==> src/rtl/dram_controller_fsm.sv <==
// FPM DRAM controller for a 32-bit 68030 port: row/column multiplexing, per-bank RAS,
// per-lane CAS, DSACK generation and periodic CAS-before-RAS refresh.
module dram_controller_fsm #(
    parameter int ADDR_W      = 12,
    parameter int BANKS       = 4,
    parameter int T_RCD       = 1,
    parameter int T_CAS       = 2,
    parameter int T_RP        = 2,
    parameter int T_REF_RAS   = 3,
    parameter int REFRESH_DIV = 780
) (
    input  logic              CLK,
    input  logic              RST_n,
    input  logic              CS_n,
    input  logic              AS_n,
    input  logic              DS_n,
    input  logic              RW,
    input  logic              SIZ0,
    input  logic              SIZ1,
    input  logic [27:0]       ADDR,
    output logic [ADDR_W-1:0] ADDR_DRAM,
    output logic [BANKS-1:0]  RAS_n,
    output logic [3:0]        CAS_n,
    output logic              DRAM_WR_n,
    output logic              DSACK0_DRAM_n,
    output logic              DSACK1_DRAM_n
);

    localparam int BANK_W = (BANKS > 1) ? $clog2(BANKS) : 1;
    localparam int REF_W  = (REFRESH_DIV > 1) ? $clog2(REFRESH_DIV) : 1;
    localparam int TMR_W  = 8;

    localparam logic [TMR_W-1:0] RCD_LAST = TMR_W'(T_RCD - 1);
    localparam logic [TMR_W-1:0] CAS_LAST = TMR_W'(T_CAS - 1);
    localparam logic [TMR_W-1:0] RP_LAST  = TMR_W'(T_RP - 1);
    localparam logic [TMR_W-1:0] REF_LAST = TMR_W'(T_REF_RAS - 1);
    localparam logic [REF_W-1:0] DIV_LAST = REF_W'(REFRESH_DIV - 1);

    typedef enum logic [2:0] {IDLE, ROW, COL, ACK, PRE, REF_CAS, REF_RAS} state_t;

    state_t            state, state_next;
    logic [TMR_W-1:0]  tmr;
    logic [REF_W-1:0]  ref_cnt;
    logic              ref_pending;
    logic [BANK_W-1:0] addr_bank, bank_l;
    logic [ADDR_W-1:0] row_l, col_l, addr_d;
    logic [3:0]        lanes_l, cas_d;
    logic [BANKS-1:0]  ras_d;
    logic              rw_l, wr_d, ack_d;

    // Active-low lane enables; lane 0 is D31:24, so offset 0 maps to bit 0.
    function automatic logic [3:0] lane_cas_n(input logic rw, input logic [1:0] siz,
                                              input logic [1:0] off);
        logic [2:0] last;
        logic [3:0] cas_n;
        last = {1'b0, off} + ((siz == 2'b00) ? 3'd3 : ({1'b0, siz} - 3'd1));
        for (int i = 0; i < 4; i++)
            cas_n[i] = !(rw || ((3'(i) >= {1'b0, off}) && (3'(i) <= last)));
        return cas_n;
    endfunction

    generate
        if (BANKS > 1) begin : g_bank
            assign addr_bank = ADDR[2*ADDR_W+2 +: BANK_W];
        end else begin : g_nobank
            assign addr_bank = '0;
        end
    endgenerate

    always_ff @(posedge CLK) begin
        if (!RST_n) begin
            state         <= IDLE;
            tmr           <= '0;
            RAS_n         <= '1;
            CAS_n         <= '1;
            DRAM_WR_n     <= 1'b1;
            DSACK0_DRAM_n <= 1'b1;
            DSACK1_DRAM_n <= 1'b1;
            ADDR_DRAM     <= '0;
        end else begin
            state         <= state_next;
            tmr           <= (state_next != state) ? '0 : ((tmr == '1) ? tmr : tmr + 1'b1);
            RAS_n         <= ras_d;
            CAS_n         <= cas_d;
            DRAM_WR_n     <= wr_d;
            DSACK0_DRAM_n <= ack_d;
            DSACK1_DRAM_n <= ack_d;
            ADDR_DRAM     <= addr_d;
        end
    end

    always_comb begin
        state_next = state;
        case (state)
            IDLE: begin
                if (ref_pending)
                    state_next = REF_CAS;
                else if (!CS_n && !AS_n)
                    state_next = ROW;
            end
            ROW: begin
                if (AS_n)
                    state_next = PRE;
                else if ((tmr >= RCD_LAST) && (rw_l || !DS_n))
                    state_next = COL;
            end
            COL: begin
                if (AS_n)
                    state_next = PRE;
                else if (tmr >= CAS_LAST)
                    state_next = ACK;
            end
            ACK:     if (AS_n) state_next = PRE;
            PRE:     if (tmr >= RP_LAST) state_next = IDLE;
            REF_CAS: state_next = REF_RAS;
            REF_RAS: if (tmr >= REF_LAST) state_next = PRE;
            default: state_next = IDLE;
        endcase
    end

    // Outputs are decoded from the current state and registered, so they lag state by one edge.
    always_comb begin
        ras_d  = '1;
        cas_d  = '1;
        wr_d   = 1'b1;
        ack_d  = 1'b1;
        addr_d = ADDR_DRAM;
        case (state)
            ROW: begin
                ras_d  = ~(BANKS'(1) << bank_l);
                addr_d = row_l;
                wr_d   = rw_l;
            end
            COL, ACK: begin
                ras_d  = ~(BANKS'(1) << bank_l);
                cas_d  = lanes_l;
                addr_d = col_l;
                wr_d   = rw_l;
                ack_d  = (state != ACK);
            end
            REF_CAS: cas_d = '0;
            REF_RAS: begin
                ras_d = '0;
                cas_d = '0;
            end
            default: ;
        endcase
    end

    // A wrap that lands while a request is already pending is dropped.
    always_ff @(posedge CLK) begin
        if (!RST_n) begin
            ref_cnt     <= '0;
            ref_pending <= 1'b0;
        end else begin
            ref_cnt <= (ref_cnt == DIV_LAST) ? '0 : ref_cnt + 1'b1;
            if (state == IDLE && state_next == REF_CAS)
                ref_pending <= 1'b0;
            else if (ref_cnt == DIV_LAST)
                ref_pending <= 1'b1;
        end
    end

    always_ff @(posedge CLK) begin
        if (state == IDLE && state_next == ROW) begin
            bank_l  <= addr_bank;
            row_l   <= ADDR[2*ADDR_W+1:ADDR_W+2];
            col_l   <= ADDR[ADDR_W+1:2];
            lanes_l <= lane_cas_n(RW, {SIZ1, SIZ0}, ADDR[1:0]);
            rw_l    <= RW;
        end
    end

endmodule

==> config.mk <==
export PLATFORM = sky130hd
export DESIGN_NAME = dram_controller_fsm
export DESIGN_NICKNAME = d
export VERILOG_FILES = /design/src/rtl/dram_controller_fsm.sv
export SDC_FILE = /design/constraint.sdc
export NUM_CORES = 1
export LEC_CHECK = 0
export ABC_AREA = 1
export CORE_MARGIN = 5
export CORE_UTILIZATION = 45
export CTS_BUF_LIST = sky130_fd_sc_hd__clkbuf_8
export CTS_CLUSTER_DIAMETER = 150
export DETAILED_ROUTE_END_ITERATION = 8
export GPL_ROUTABILITY_DRIVEN = 0
export PLACE_DENSITY = 0.71
export SYNTH_ARGS = -nofsm -noshare
export SYNTH_HDL_FRONTEND = slang
export SYNTH_SLANG_ARGS = --single-unit
==> constraint.sdc <==
create_clock -name CLK -period 6.2 [get_ports CLK]
set_clock_uncertainty 0.05 [all_clocks]
set_input_delay 1.55 -clock CLK [delete_from_list [all_inputs] [get_ports CLK]]
set_output_delay 1.55 -clock CLK [all_outputs]
set_load 0.005 [all_outputs]
==> reports/summary.txt, run 1 <==
Slew headroom = 0.266
Clock buffer depth = 2
Power, Total = 1.08 mW
CTS buffer count = 9
P&R area growth vs syn = 27.0%
Max-cap viol count = 0
Data required time at the worst endpoint = 6.35 ns
Crit path max-delay cell type = clkdlybuf4s50_1
HP Start = lanes_l[0]$_DFFE_PP_
Area of the die = 9020 um2
1st-iter DRT viols = 155
First-pass GRT wire length = 10.6 mm
Reg-to-Reg Start = state[1]$_SDFF_PN0_
Worst EP arrival = 3.27 ns
Slew Viols, Final = 0
Largest net degree at the start of global routing = 32
Chip width = 95.0 um
Setup bufs post-CTS = 0
Reg clk slew, reported paths = 0.07 ns
Yosys reg bits = 75
CORE AREA = 7140 um2
H-tree level count = 3
Syn. warnings = 0
DRT Pass-1 Iters = 4
Placed cell count = 496
LEAKAGE = 1.66 nW
Crit-path cells = clkdlybuf4s50_1, inv_1, ha_1, fa_1, xnor2_1, nand3_1, a21oi_1
Worst slew pin tran = 1.10 ns
Crit path max-delay family = adder cells
Max incr delay on CP = 0.45 ns
Ant diodes = 0
Initial antenna violation count = 0
Post-synth EDFFs = 31
Layout fillers = 654
PortBufs = 58
Ys flop type = dfxtp_1
CTS Sinks = 75
DP Wirelength = 4.56 mm
Mean Syn Cell Area = 9.36 um2
Min Tclk post-route = 3.13 ns
Setup violators final = 0
Post-Syn Nets = 392
Pwr dens = 261 nW/um2
FFs w/ async S/R, synth = 0
Vias per std cell = 4.71
Worst-Skew Late Latency = 0.35 ns
HP Class = reg2reg
DRC = 0
Setup TNS = 0 ns
Final net count = 453
Critical Path Sink Type = register
Final period util = 0.504
Chip height = 95.0 um
Unrepaired setup endpoints after global routing = no
Worst Path Max Fanout = 3
Status = finished, final reports clean
GRT Overall Usage = 0.155
CTS root buffer = clkbuf_8
Initial Utilization = 0.455
Detail Route Antenna Nets = 0
Max Freq = 320 MHz
Number of global-route vias before repair = 2309
IO Count = 59
Routed WL = 6.29 mm
Seq/Total Area, Yosys = 0.558
Crit path launch = SIZ0
Cell row count = 31
Syn Inst Count = 347
Vias = 2409
Post-CTS sizing = 0
Final cell count without fillers = 512
CP Launch Type = primary input
Post-synth cell types = 37
Cell Area, Synth = 3250 um2
Max VDD drop = 135 uV
Setup CP Type = in2reg
Fin. Hold Viols = 0
CP bufs+invs = 2
Hold buffer count at CTS = 0
CTS tree = done
Global route overflow = 0
Share of cells above drive strength 1 = 0.104
Wirelength per Cell = 12.3 um
## stage by stage
step	util	area (um2)	hold WS [ns]	worst slack, ns
4_1_cts	0.578	4120	0.402	3.08
6_report	0.578	4120	0.403	3.07
2_1_floorplan	-	3250	0.368	2.95
3_3_place_gp	0.547	3910	0.379	2.78
5_1_grt	0.578	4120	0.410	2.94
3_5_place_dp	0.547	3910	0.387	2.70
## cells in the mapped netlist (2+ instances only)
cell type,number,area share
nor2_2,2,0.0039
inv_1,42,0.049
dfxtp_1,44,0.27
nand2_1,72,0.083
o211ai_1,11,0.025
nand3_4,2,0.011
nand4_1,4,0.0077
ha_1,8,0.031
nand3_2,4,0.012
inv_2,5,0.0058
buf_4,5,0.012
nand2_2,3,0.0058
xor2_1,7,0.019
or2_2,4,0.0077
nor3_1,10,0.015
a21oi_1,11,0.017
buf_2,3,0.0046
nor3b_1,2,0.0046
nand3_1,26,0.040
nor2_1,27,0.031
edfxtp_1,31,0.29
o21ai_0,9,0.014
## routing by layer
layer / wire, um / vias to the layer above / part of all wire / GRT usage
met5: 0 / - / 0 / 0
met3: 331 / 6 / 0.053 / 0.0622
met1: 2720 / 1081 / 0.43 / 0.190
met2: 3170 / 56 / 0.50 / 0.247
li1: - / 1266 / - / -
met4: 76 / 0 / 0.012 / 0.0541
## flip-flops by register name (all words and copies together) (netlist names)
signal and flops:
ADDR_DRAM 12, CAS_n 4, DRAM_WR_n 1, DSACK1_DRAM_n 1
RAS_n 4, bank_l 2, col_l 12, lanes_l 4
ref_cnt 10, ref_pending 1, row_l 12, rw_l 1
state 3, tmr 8
## final cells by class
type,instances,area (um2),share of cell area
well taps,99,124,0.0300
inverters,48,181,0.0440
clock buffers,9,124,0.0300
flip-flops and latches,75,1810,0.439
clock inverters,7,93.8,0.0228
multi-input cells,215,1200,0.291
repair buffers,59,588,0.143
## cell usage in the layout, fill, tap and decap left out, types with 5 or more instances in the layout
cell type / Yosys / routed
a21oi_1: 11 / 11
clkbuf_8: 0 / 9
clkdlybuf4s50_1: 0 / 58
dfxtp_1: 44 / 44
edfxtp_1: 31 / 31
ha_1: 8 / 8
inv_1: 42 / 43
inv_2: 5 / 5
nand2_1: 72 / 72
nand3_1: 26 / 26
nor2_1: 27 / 26
nor3_1: 10 / 10
o211ai_1: 11 / 11
o21ai_0: 9 / 9
xor2_1: 7 / 7
## path summary, 6_finish.rpt
kind,endpoint,slack (ns),cells after the start
worst max-delay path,lanes_l[1]$_DFFE_PP_,3.07,7
worst min register to register,CAS_n[0]$_SDFF_PN1_,0.40,2
worst min-delay path,CAS_n[0]$_SDFF_PN1_,0.40,2
worst max register to register,col_l[11]$_DFFE_PP_,3.54,6
## worst register-to-register path: stages, from the launching register on
cell,delay (ns)
dfxtp_1,0.56
nor2_2,0.10
nor2_2,0.84
nand2_1,0.23
nand3_4,0.16
and3b_1,0.18
buf_4,0.25
## cells by family (layout without fill, tap and decap cells)
logic type | Yosys count | after routing | share of synthesized area
and+or+nand+nor | 161 | 161 | 0.238
DFF | 75 | 75 | 0.558
buffers and inverters | 57 | 123 | 0.0732
AOI/OAI and AO/OA | 37 | 37 | 0.0728
adders and majority gates | 9 | 9 | 0.0370
xor gates and xnor gates | 8 | 8 | 0.0216
## report_power, final
part	internal [mW]	switching, mW
combinational	0.0576	0.0577
clock	0.226	0.182
sequential	0.541	0.0134
(Power assumes the default switching activity.)
==> run 2: changes to the inputs <==
--- a/config.mk
+++ b/config.mk
@@ -12,7 +12,7 @@
 export CTS_CLUSTER_DIAMETER = 150
 export DETAILED_ROUTE_END_ITERATION = 8
 export GPL_ROUTABILITY_DRIVEN = 0
-export PLACE_DENSITY = 0.71
+export PLACE_DENSITY = 0.74
 export SYNTH_ARGS = -nofsm -noshare
 export SYNTH_HDL_FRONTEND = slang
 export SYNTH_SLANG_ARGS = --single-unit
==> constraint.sdc (replaced) <==
create_clock -name CLK -period 2.71 [get_ports CLK]
set_clock_uncertainty 0.05 [all_clocks]
set_input_delay 0.6775 -clock CLK [delete_from_list [all_inputs] [get_ports CLK]]
set_output_delay 0.6775 -clock CLK [all_outputs]
set_load 0.005 [all_outputs]
==> reports/summary.txt, run 2 (synthesis results as in run 1) <==
H-tree level count = 3 (unchanged)
HP Start = lanes_l[1]$_DFFE_PP_
Post-CTS sizing = 0 (unchanged)
Routed WL = 6.11 mm (-2.9%)
Initial antenna violation count = 0 (unchanged)
Placed cell count = 498 (+0.40%)
Detail Route Antenna Nets = 0 (unchanged)
Chip width = 95.0 um (unchanged)
FF-to-FF path depth = 8 (+2)
Slew headroom = 0.738 (+0.471)
Critical Path Sink Type = register
DP Wirelength = 4.58 mm (+0.49%)
Top routing layer in use = met4
Hold Path Depth = 2 (unchanged)
Max-cap viol count = 0 (unchanged)
Setup bufs post-CTS = 0 (unchanged)
Biggest regs = ADDR_DRAM: 12 flops, col_l: 12 flops, row_l: 12 flops
HP Class = reg2reg
Initial Utilization = 0.455 (unchanged)
DRT Pass-1 Iters = 4 (unchanged)
Min Tclk post-route = 2.29 ns
Slew Viols, Final = 0 (unchanged)
Sw Pwr = 0.576 mW (+130%)
Max Freq = 437 MHz
CTS Sinks = 75 (unchanged)
LEAKAGE = 1.65 nW (-0.59%)
Vias per std cell = 4.73 (+0.60%)
Storage element area = 1810 um2 (unchanged)
PortBufs = 58 (unchanged)
Final net count = 455 (+0.44%)
Area of the multi-input gates = 1200 um2 (unchanged)
Data required time at the worst endpoint = 2.86 ns (-3.49 ns)
Share of cells above drive strength 1 = 0.108 (+0.00432)
Worst EP arrival = 2.43 ns (-0.84 ns)
CTS tree = done
CP Launch Type = primary input
P&R area growth vs syn = 26.5%
Setup violators final = 0 (unchanged)
Internal power = 1.71 mW (+110%)
First-pass GRT wire length = 10.4 mm (-1.7%)
Met1 wire length = 2.67 mm (-1.7%)
CTS root buffer = clkbuf_8
Global route overflow = 0 (unchanged)
Number of global-route vias before repair = 2418 (+4.7%)
IO Count = 59 (unchanged)
Combinational Power Share = 0.118 (+0.011)
Power share of the clock group = 0.327 (-0.052)
Setup CP Type = in2reg
Power, Total = 2.29 mW (+110%)
Pwr dens = 557 nW/um2 (+110%)
Sw Share = 0.252 (+0.0170)
1st-iter DRT viols = 233 (+50%)
Status = finished, final reports clean
Cell row count = 31 (unchanged)
Sequential share of power = 0.555 (+0.041)
Fin. Hold Viols = 0 (unchanged)
CTS buffer count = 9 (unchanged)
Ant diodes = 0 (unchanged)
Largest net degree at the start of global routing = 32 (unchanged)
Reg clk slew, reported paths = 0.07 ns (about the same)
Reg-to-Reg Start = tmr[1]$_SDFFE_PP0P_
Chip height = 95.0 um (unchanged)
Vias = 2433 (+1.0%)
Final cell count without fillers = 514 (+0.39%)
Crit path launch = SIZ0
GRT Overall Usage = 0.150 (-0.00470)
CORE AREA = 7140 um2 (unchanged)
Wirelength per Cell = 11.9 um (-3.3%)
Hold buffer count at CTS = 0 (unchanged)
Worst slew pin tran = 0.393 ns (-0.706 ns)
Max VDD drop = 323 uV (+140%)
Final period util = 0.844
Unrepaired setup endpoints after global routing = no
Met2 Wirelength = 3.09 mm (-2.3%)
Final core occ = 0.576 (-0.00210)
Clock buffer depth = 2 (unchanged)
Layout fillers = 648 (-0.92%)
Worst Path Max Fanout = 3 (unchanged)
DRC = 0 (unchanged)
Commonest non-fill, non-tap cell in the layout = nand2_1
Setup TNS = 0 ns (unchanged)
Worst-Skew Late Latency = 0.35 ns (about the same)
Met3 WL = 221 um (-33%)
Area of the die = 9020 um2 (unchanged)
Most frequent cells in the layout = nand2_1, clkdlybuf4s50_1, dfxtp_1
==> run 2: cell types whose count changed in the layout (fill, tap and decap cells not counted), sizes merged <==
cell    change
buf         +2
bufinv      -2
clkinv      +2
==> run 2: worst paths after layout <==
| kind | slack (ns) | endpoint |
|---|---|---|
| setup / recovery | 0.42 | lanes_l[1]$_DFFE_PP_ |
| hold reg to reg | 0.40 | CAS_n[1]$_SDFF_PN1_ |
| hold / removal | 0.40 | CAS_n[1]$_SDFF_PN1_ |
| setup reg to reg | 0.90 | col_l[11]$_DFFE_PP_ |
==> run 2: area by class of cell <==
type,count,area share
clock inverters,7,0.0125
repair buffers,61,0.150
inverters,48,0.0442
flip-flops and latches,75,0.441
clock buffers,9,0.0301
multi-input cells,215,0.292
well taps,99,0.0301
==> run 2: power by group through the flow <==
stage,Clock (mW),Sequential (mW),Combinational (mW)
2_1_floorplan,0,1.29,0.142
3_5_place_dp,0,1.29,0.274
4_1_cts,0.773,1.27,0.275
3_3_place_gp,0,1.29,0.265
5_1_grt,0.830,1.27,0.308
6_report,0.748,1.27,0.271
==> run 2: layer usage <==
layer | vias up | track usage
met5 | - | 0
met4 | 0 | 0.0745
met3 | 10 | 0.0343
met2 | 45 | 0.262
met1 | 1111 | 0.172
li1 | 1267 | -
==> run 2: metrics by stage <==
stage	hold slack [ns]	area (um2)	setup slack, ns
global placement	0.376	3930	0.162
global route	0.444	4110	0.315
detailed placement	0.386	3930	0.0743
floorplan	0.368	3250	0.328
finish	0.397	4110	0.424
CTS	0.404	4110	0.439
==> run 2: critical path, stage by stage <==
cell and delay [ns]:
clkdlybuf4s50_1 0.45, inv_1 0.06, ha_1 0.32, fa_1 0.42, xnor2_1 0.26, nand3_1 0.12
a21oi_1 0.13
==> run 3: changes to the inputs <==
--- a/config.mk
+++ b/config.mk
@@ -12,7 +12,7 @@
 export CTS_CLUSTER_DIAMETER = 150
 export DETAILED_ROUTE_END_ITERATION = 8
 export GPL_ROUTABILITY_DRIVEN = 0
-export PLACE_DENSITY = 0.74
+export PLACE_DENSITY = 0.71
 export SYNTH_ARGS = -nofsm -noshare
 export SYNTH_HDL_FRONTEND = slang
 export SYNTH_SLANG_ARGS = --single-unit
==> constraint.sdc (replaced) <==
create_clock -name CLK -period 2.2 [get_ports CLK]
set_clock_uncertainty 0.05 [all_clocks]
set_input_delay 0.55 -clock CLK [delete_from_list [all_inputs] [get_ports CLK]]
set_output_delay 0.55 -clock CLK [all_outputs]
set_load 0.005 [all_outputs]
==> reports/summary.txt, run 3 (synthesis results as in run 1) <==
Status = finished, final reports clean
Worst Path Max Fanout = 3 (unchanged)
Data required time at the worst endpoint = 2.34 ns (-0.52 ns)
Worst-Skew Late Latency = 0.34 ns (about the same)
LEAKAGE = 1.71 nW (+3.7%)
Largest net degree at the start of global routing = 29 (-9.4%)
Fin. Hold Viols = 0 (unchanged)
P&R area growth vs syn = 29.5%
Most frequent cells in the layout = nand2_1, clkdlybuf4s50_1, dfxtp_1
Initial Utilization = 0.455 (unchanged)
Detail Route Antenna Nets = 0 (unchanged)
H-tree level count = 3 (unchanged)
Final period util = 0.960
Setup bufs post-CTS = 0 (unchanged)
Chip height = 95.0 um (unchanged)
CORE AREA = 7140 um2 (unchanged)
Unrepaired setup endpoints after global routing = no
Slew headroom = 0.731 (-0.00684)
Global route overflow = 0 (unchanged)
Routed WL = 6.37 mm (+4.3%)
Setup violators final = 0 (unchanged)
First-pass GRT wire length = 10.8 mm (+4.0%)
Commonest non-fill, non-tap cell in the layout = nand2_1
IO Count = 59 (unchanged)
Reg clk slew, reported paths = 0.08 ns (about the same)
CTS Sinks = 75 (unchanged)
Crit path max-delay cell type = clkdlybuf4s50_1
Crit path launch = SIZ0
Ant diodes = 0 (unchanged)
Crit path max-delay family = adder cells
DRT Pass-1 Iters = 4 (unchanged)
Worst EP arrival = 2.26 ns (-0.17 ns)
Cell row count = 31 (unchanged)
Max-cap viol count = 0 (unchanged)
Chip width = 95.0 um (unchanged)
Hold_ws = 0.397 ns (+0.000441 ns)
Final cell count without fillers = 519 (+0.97%)
Wirelength per Cell = 12.3 um (+3.3%)
GRT Overall Usage = 0.158 (+0.00804)
CP bufs+invs = 2 (unchanged)
Clock buffer depth = 2 (unchanged)
Setup CP Type = in2reg
Number of global-route vias before repair = 2426 (+0.33%)
DP Wirelength = 4.74 mm (+3.5%)
Final core occ = 0.590 (+0.0139)
HP Start = lanes_l[1]$_DFFE_PP_
PortBufs = 58 (unchanged)
CTS tree = done
CP Launch Type = primary input
Slew Viols, Final = 0 (unchanged)
HP Class = reg2reg
Placed cell count = 503 (+1.0%)
CTS buffer count = 9 (unchanged)
1st-iter DRT viols = 93 (-60%)
Pwr dens = 726 nW/um2 (+30%)
Final net count = 460 (+1.1%)
Max Freq = 473 MHz
Max incr delay on CP = 0.45 ns (about the same)
Max VDD drop = 425 uV (+31%)
Worst slew pin tran = 0.403 ns (+0.0103 ns)
Biggest regs = ADDR_DRAM: 12 flops, col_l: 12 flops, row_l: 12 flops
Min Tclk post-route = 2.11 ns
Area of the die = 9020 um2 (unchanged)
DRC = 0 (unchanged)
R2R Setup Slk = 0.34 ns (-0.56 ns)
Share of cells above drive strength 1 = 0.124 (+0.0154)
Vias per std cell = 4.68 (-1.1%)
Vias = 2430 (-0.12%)
Critical Path Sink Type = register
Reg-to-Reg Start = tmr[1]$_SDFFE_PP0P_
Crit-path cells = clkdlybuf4s50_1, inv_1, ha_1, fa_1, xnor2_2, nand3_1, a21oi_1
CTS root buffer = clkbuf_8
Initial antenna violation count = 0 (unchanged)
run 3: changes by cell type in the layout (fill, tap and decap cells not counted), sizes merged:
cell | before | now
buf | 3 | 8
bufinv | 0 | 2
clkinv | 5 | 4
clkinvlp | 1 | 0
run 3: layer usage:
| metal | routed length (um) | vias up | part of all wire | track usage |
|---|---|---|---|---|
| met5 | 0 | - | 0 | 0 |
| met4 | 81 | 0 | 0.013 | 0.0889 |
| met3 | 276 | 6 | 0.043 | 0.0406 |
| met2 | 3230 | 52 | 0.51 | 0.265 |
| met1 | 2790 | 1094 | 0.44 | 0.183 |
| li1 | - | 1278 | - | - |
run 3: worst paths after layout:
kind | end | depth (start not counted)
min | CAS_n[1]$_SDFF_PN1_ | 2
max | lanes_l[1]$_DFFE_PP_ | 7
max reg2reg | col_l[1]$_DFFE_PP_ | 8
min reg2reg | CAS_n[1]$_SDFF_PN1_ | 2
run 3: power by group:
part	internal, mW	switching (mW)	total, mW
clock network	0.637	0.507	1.14
registers	1.52	0.0380	1.56
logic	0.181	0.168	0.348
run 3: cell type report:
class,count,area (um2)
clock buffer,9,124
clock inverter,7,91.3
fill,638,2930
inverter,48,181
multi-input combinational,215,1210
sequential,75,1810
tap,99,124
timing repair buffer,66,666
run 3: worst register-to-register path: cells and delay by family (launching register included):
kind / cells / cell delay [ns]
AND/OR/NAND/NOR: 4 / 0.68
flip-flops: 1 / 0.42
buffers and inverters: 3 / 0.30
adder cells (fa/ha/maj): 1 / 0.18
run 3: per-stage QoR:
stage               setup TNS (ns)  power, mW  instance area (um2)  setup slack, ns
detailed placement           -2.25       1.94                 3990           -0.315
floorplan                        0       1.76                 3250            0.263
global route                     0       3.19                 4210           0.0295
finish                           0       3.05                 4210           0.0871
global placement             -1.69       1.93                 3990           -0.223
CTS                              0       3.08                 4200           0.0509
run 3: timing repair:
action / 4_1_cts / 5_1_grt
endpoints found under the hold margin: 0 / 0
hold buffers: 0 / 0
endpoints found under the setup margin: 0 / 3
resized for setup: 0 / 1
